### src/rtl/fifo_burst_reader.sv
// fifo_burst_reader: pops len words from a show-ahead FIFO read port and replays them as a
// valid/ready stream with a last marker and a done pulse. Define FIFO_BURST_TIMEOUT_EN for abort-on-empty.
module fifo_burst_reader #(
  parameter int DATESIZE = 8,
  parameter int LENSIZE  = 8,
  parameter int TIMEOUT  = 16
) (
  input  logic                rclk,
  input  logic                r_rst,
  input  logic                start,
  input  logic [LENSIZE-1:0]  len,
  input  logic [DATESIZE-1:0] rdata,
  input  logic                rempty,
  input  logic                almost_empty,
  output logic                rinc,
  output logic [DATESIZE-1:0] m_data,
  output logic                m_valid,
  output logic                m_last,
  input  logic                m_ready,
  output logic                busy,
  output logic                done,
  output logic                low_water
`ifdef FIFO_BURST_TIMEOUT_EN
  ,
  output logic                err
`endif
);

  typedef enum logic [1:0] {
    IDLE  = 2'd0,
    RUN   = 2'd1,
    FLUSH = 2'd2,
    DONE  = 2'd3
  } state_t;

  state_t             state_r;
  state_t             state_s;
  logic [LENSIZE-1:0] rem_r;
  logic               pop_s;
  logic               accept_s;
  logic               tmo_hit_s;
  logic               trunc_s;

  assign accept_s = (state_r == IDLE) & start;
  assign pop_s    = (state_r == RUN) & ~rempty & (rem_r != {LENSIZE{1'b0}})
                    & (~m_valid | m_ready) & ~r_rst;
  assign rinc     = pop_s;

`ifdef FIFO_BURST_TIMEOUT_EN
  localparam int TMO_W = $clog2(TIMEOUT + 1);

  logic [TMO_W-1:0] tmo_cnt_r;

  assign tmo_hit_s = (state_r == RUN) & rempty & (tmo_cnt_r == TMO_W'(TIMEOUT - 1));
  assign trunc_s   = err;

  // Consecutive-empty counter; any pop or leaving RUN restarts it.
  always_ff @(posedge rclk) begin
    if (r_rst) begin
      tmo_cnt_r <= {TMO_W{1'b0}};
    end else if ((state_r != RUN) || pop_s) begin
      tmo_cnt_r <= {TMO_W{1'b0}};
    end else if (rempty) begin
      tmo_cnt_r <= tmo_cnt_r + TMO_W'(1);
    end
  end

  // Sticky abort flag, cleared by the next accepted start.
  always_ff @(posedge rclk) begin
    if (r_rst) begin
      err <= 1'b0;
    end else if (accept_s) begin
      err <= 1'b0;
    end else if (tmo_hit_s) begin
      err <= 1'b1;
    end
  end
`else
  assign tmo_hit_s = 1'b0;
  assign trunc_s   = 1'b0;
`endif

  // State register.
  always_ff @(posedge rclk) begin
    if (r_rst) begin
      state_r <= IDLE;
    end else begin
      state_r <= state_s;
    end
  end

  // Next-state logic.
  always_comb begin
    state_s = state_r;
    case (state_r)
      IDLE: begin
        if (start) begin
          if (len != {LENSIZE{1'b0}}) begin
            state_s = RUN;
          end else begin
            state_s = DONE;
          end
        end else begin
          state_s = IDLE;
        end
      end
      RUN: begin
        // An abort while the pending word is being accepted has nothing left to flush.
        if (tmo_hit_s) begin
          if (m_valid & ~m_ready) begin
            state_s = FLUSH;
          end else begin
            state_s = DONE;
          end
        end else if (pop_s && (rem_r == LENSIZE'(1))) begin
          state_s = FLUSH;
        end else begin
          state_s = RUN;
        end
      end
      FLUSH: begin
        if (m_valid & m_ready & (m_last | trunc_s)) begin
          state_s = DONE;
        end else begin
          state_s = FLUSH;
        end
      end
      DONE:    state_s = IDLE;
      default: state_s = IDLE;
    endcase
  end

  // Remaining-word counter.
  always_ff @(posedge rclk) begin
    if (r_rst) begin
      rem_r <= {LENSIZE{1'b0}};
    end else if (accept_s) begin
      rem_r <= len;
    end else if (tmo_hit_s) begin
      rem_r <= {LENSIZE{1'b0}};
    end else if (pop_s) begin
      rem_r <= rem_r - LENSIZE'(1);
    end
  end

  // Output stream register: load on pop, drain on handshake, hold under backpressure.
  always_ff @(posedge rclk) begin
    if (r_rst) begin
      m_data  <= {DATESIZE{1'b0}};
      m_valid <= 1'b0;
      m_last  <= 1'b0;
    end else if (pop_s) begin
      m_data  <= rdata;
      m_valid <= 1'b1;
      m_last  <= (rem_r == LENSIZE'(1));
    end else if (m_valid & m_ready) begin
      m_valid <= 1'b0;
      m_last  <= 1'b0;
    end
  end

  // Registered status outputs.
  always_ff @(posedge rclk) begin
    if (r_rst) begin
      busy      <= 1'b0;
      done      <= 1'b0;
      low_water <= 1'b0;
    end else begin
      busy      <= (state_s != IDLE);
      done      <= (state_s == DONE);
      low_water <= almost_empty;
    end
  end

endmodule
### config.mk
export PLATFORM = sky130hd
export DESIGN_NAME = fifo_burst_reader
export DESIGN_NICKNAME = d
export VERILOG_FILES = /design/src/rtl/fifo_burst_reader.sv
export SDC_FILE = /design/constraint.sdc
export NUM_CORES = 1
export LEC_CHECK = 0
export CAP_MARGIN = 5
export CORE_MARGIN = 1
export CORE_UTILIZATION = 40
export DETAILED_ROUTE_END_ITERATION = 10
export GPL_TIMING_DRIVEN = 0
export PLACE_DENSITY = 0.74
export SETUP_SLACK_MARGIN = 0.02
export SLEW_MARGIN = 40
export SYNTH_ARGS = -nofsm -noshare
export SYNTH_HDL_FRONTEND = slang
export SYNTH_SLANG_ARGS = --single-unit
### constraint.sdc
create_clock -name rclk -period 2.4 [get_ports rclk]
set_input_delay 0.48 -clock rclk [delete_from_list [all_inputs] [get_ports rclk]]
set_output_delay 0.48 -clock rclk [all_outputs]
set_load 0.01 [all_outputs]
# [Yosys cells after proc, flatten, opt, wreduce, memory -nomap -nowiden]
# Cells that the tools add are included.
[totals] regBits=23 inputBits=22 out_inout_bits=14 elab_cells=42
[op_classes] addsub=1 n_eq_ne=5 n_mux=10 n_bitwise=11 reduce_logical=7
[ops] cell="8-bit 2-to-1 mux" count=2
[ops] cell="8-bit nonzero test" count=2
[ops] cell="8-bit by 1-bit equality test with 1-bit output, second input constant" count=1
[ops] cell="2-bit one-hot mux with 4 select lines" count=1
[ops] cell="8-bit by 1-bit subtractor with 8-bit output, second input constant" count=1
[ops] cell="1-bit AND" count=7
[ops] cell="2-bit equality test, second input constant" count=3
[ops] cell="2-bit 2-to-1 mux" count=3
[ops] cell="2-bit nonzero test" count=3
[ops] cell="1-bit 2-to-1 mux" count=4
[ops] cell="1-bit NOT" count=3
[ops] cell="2-bit by 1-bit equality test with 1-bit output, second input constant" count=1
[ops] cell="2-bit zero test" count=1
[ops] cell="1-bit logical AND" count=1
[ops] cell="1-bit bitwise OR" count=1

# [Depth between registers and ports, before layout]
[logic_depth] ltp_word=9 depth_mapped=8 ltp_nobuf=7

# [Worst setup path before layout]
# OpenSTA, ideal clock, no wires.
[synth_timing] path_kind="input -> output" startpoint="in rempty" endpoint="out rinc" arrival_ns=1.597 required_time_ns=1.920 slack_ns=0.323 path_stages=4 path_buffers=1 cell_sequence="or4b_1 a211o_1 inv_1 buf_2"
[synth_via] elab_chain_len=5
[synth_lines] item="from (decl)" line_no="13" text="input logic rempty,"
[synth_lines] item="1-bit NOT" line_no="45" text="assign pop_s = (state_r == RUN) & ~rempty & (rem_r != {LENSIZE{1'b0}})"
[synth_lines] item="1-bit AND (2 in series)" line_no="45"
[synth_lines] item="1-bit AND (2 in series)" line_no="46" text="& (~m_valid | m_ready) & ~r_rst;"
[synth_lines] item="to (decl)" line_no="15" text="output logic rinc,"
# No other way between the ends.

# [Worst setup path after layout]
# Same ends and word-level chain as after synthesis.

==> impl_results.md <==
- Final Util: 61.0%
- Worst skew pair latency: approximately 0.31 ns
- Most common cell in the netlist: dfxtp_1
- Met2 Wirelength: around 1400 um
- Syn_nets: 154
- Syn Std Cell Area: 1070 um2
- Clk slew on worst S/H paths: 0.12 ns
- Total wire length: 2940 um
- Final Hold Fails: 0
- Clock Sinks: 23
- WP data required: 1.92 ns
- Top layer in use: met4
- Area grow syn2layout: 42.7%
- CTS Hold Bufs: 0
- Post-synth top area share: 43.1%
- Routed Antenna Nets: 0
- Fin crit period: 2.34 ns
- Total track usage: between 20% and 30%
- Routed met3 length: 207 um
- PwrDens: around 510 nW/um2
- Chip height: about 54 um
- Placed Instance Area: 1460 um2
- Setup WS pre-CTS: -0.890 ns
- EDFF count, synth: 0
- Synth cell types: 32
- Sequential share of the synthesized area: between 40 and 50%
- Initial DRT Pass Iterations: 4
- Ports: 36
- Num rows: 18
- Clock buffer depth: 2
- Top_reg_cell synth: dfxtp_1
- Mean post-synth cell area: 8.22 um2
- Crit path DAT: between 1.5 and 2 ns
- Via count: 1165
- Final WS setup: 0.0635 ns
- Routed met1 length: 1290 um
- Vias in the first global route: 1098
- Status: finished clean
- Global-route wire length before repair: between 4000 and 5000 um
- Fillers: 233
- Congestion Overflow GR: 0
- Wire per inst: 14.6 um
- Slew at the pin closest to its max-slew limit: 0.715 ns
- Hpwl dp: 2090 um
- Antenna violations before repair: 0
- Critical Path Fanout Max: 2
- Post-synthesis register bit count: 23
- Synth area leader: dfxtp_1
- Post-route cell area: 1530 um2
- P_leak: 0.532 nW
- Layout Skew: about 0.007 ns
- Final slew viol count: 0
- Pin count of the biggest net entering global routing: 13
- Share of cells above drive strength 1: 9.88%
- Syn Inst Count: 130
- Setup violators final: 0
- Final Net Count: 197
- Highest clock rate: 0.428 GHz
- CTS buffer count: 3
- Core area: 2500 um2
- Die width: 53.7 um
- Synth warn: 0
- Post-synth top cells: 23 x dfxtp_1, 22 x nand2_1, 14 x a21oi_1
- Synth top area cells: dfxtp_1 43%, nand2_1 7.7%, a21oi_1 6.6%, nand3_1 2.8%, or4_1 2.8%
- H-tree depth: 1
- Worst hold path class: flip-flop to flip-flop
- Worst VDD drop: approximately 0.46 mV
- Die area: 2880 um2
- Vias/cell: 5.77
- Rel. slew slack: 51.7%
- Ys async rst share: 0%
- Setup CP Type: input pin to output port
- Fin crit share: 97.4%
- I/O Buffers: 35
- Crit path capture type: output port
- WHS: approximately 0.47 ns
- First DRT Iteration DRCs: 35
- RD Place Congestion: about 0.87
- DRC errors left: 0
- CTS tree: done
- Crit start category: input pin
- Max-Cap Viols: 0
- Initial core utilization: 42.7%
- Unrepaired setup endpoints after global routing: false
- Number of diodes: 0
- Root Buffer: clkbuf_4
metrics by stage:
stage                     std cells  setup TNS, ns  power, mW
final                           202              0      0.776
after global routing            202              0      0.821
after CTS                       202              0      0.775
after detailed placement        195          -2.32      0.589
after global placement          195          -2.01      0.585
after floorplan                 130              0      0.512
metal layers:
layer | vias to the layer above | global-route usage, %
met2 | 47 | 39.5
met3 | 2 | 7.06
met1 | 553 | 26.3
met5 | - | 0
li1 | 563 | -
met4 | 0 | 4.39
final timing paths:
kind                                  end       start  depth (start not counted)  slack (ns)
worst max register to register   rem_r[5]  state_r[1]                          5        0.36
worst min register to register  m_data[5]   m_data[5]                          2        0.47
worst max-delay path                 rinc      rempty                          6        0.06
worst min-delay path            m_data[5]   m_data[5]                          2        0.47
cell type report:
cell class / count / area (um2) / area share [%]
Tap cell: 30 / 37.5 / 2.46
Buffer: 5 / 26.3 / 1.72
Multi-Input combinational cell: 96 / 581 / 38.1
Clock buffer: 4 / 26.3 / 1.72
Sequential cell: 23 / 464 / 30.4
Timing Repair Buffer: 38 / 368 / 24.1
Inverter: 6 / 22.5 / 1.48
cells in the final DEF (no fill, tap or decap), types with 2 or more instances in the layout:
| cell | instances |
|---|---|
| o311ai_0 | 2 |
| dfxtp_2 | 3 |
| clkbuf_4 | 3 |
| clkbuf_1 | 5 |
| a31oi_1 | 4 |
| nand2_1 | 22 |
| nand2b_1 | 2 |
| buf_4 | 3 |
| o21ai_0 | 2 |
| nor4_1 | 3 |
| nor3_1 | 4 |
| and3_1 | 2 |
| nor4b_1 | 2 |
| clkdlybuf4s50_1 | 32 |
| a211o_1 | 2 |
| a2bb2oi_1 | 2 |
| dfxtp_1 | 20 |
| a21o_1 | 2 |
| nand3_1 | 6 |
| or4_1 | 4 |
| inv_1 | 5 |
| nor2b_1 | 2 |
| ha_1 | 2 |
| nand4_1 | 4 |
| a21oi_1 | 14 |
| nor2_1 | 6 |
power breakdown:
part           internal (mW)  switching, mW  leakage (nW)  total [mW]
logic                 0.0910         0.0799         0.328       0.171
registers              0.402         0.0220         0.189       0.424
clock network         0.0649          0.116        0.0150       0.181
worst max-delay path, stage by stage:
cell,delay (ns)
dlygate4sd2_1,0.25
or4b_4,0.52
a211o_1,0.31
inv_2,0.08
buf_6,0.10
buf_2,0.12
kinds of logic after synthesis:
kind of cell             count (synthesis)  share of synthesized area (%)
AO/OA/AOI/OAI                           32                           20.0
buffers and inverters                   11                           3.98
multiplexers                             1                          0.937
AND/OR/NAND/NOR                         61                           29.6
adder cells (fa/ha/maj)                  2                           2.34
flip-flops                              23                           43.1
sequential cells by signal, summed over array words and instances (netlist names):
signal and flops:
rem_r 8, low_water 1, state_r 2, m_valid 1
done 1, busy 1, m_data 8, m_last 1
timing repair:
action	4_1_cts	5_1_grt
pin swaps	1	0
buffers inserted	3	0
hold endpoints to repair	0	0
endpoints found under the setup margin	1	1
resized for setup	15	2
Power figures use the tool's default switching activity.
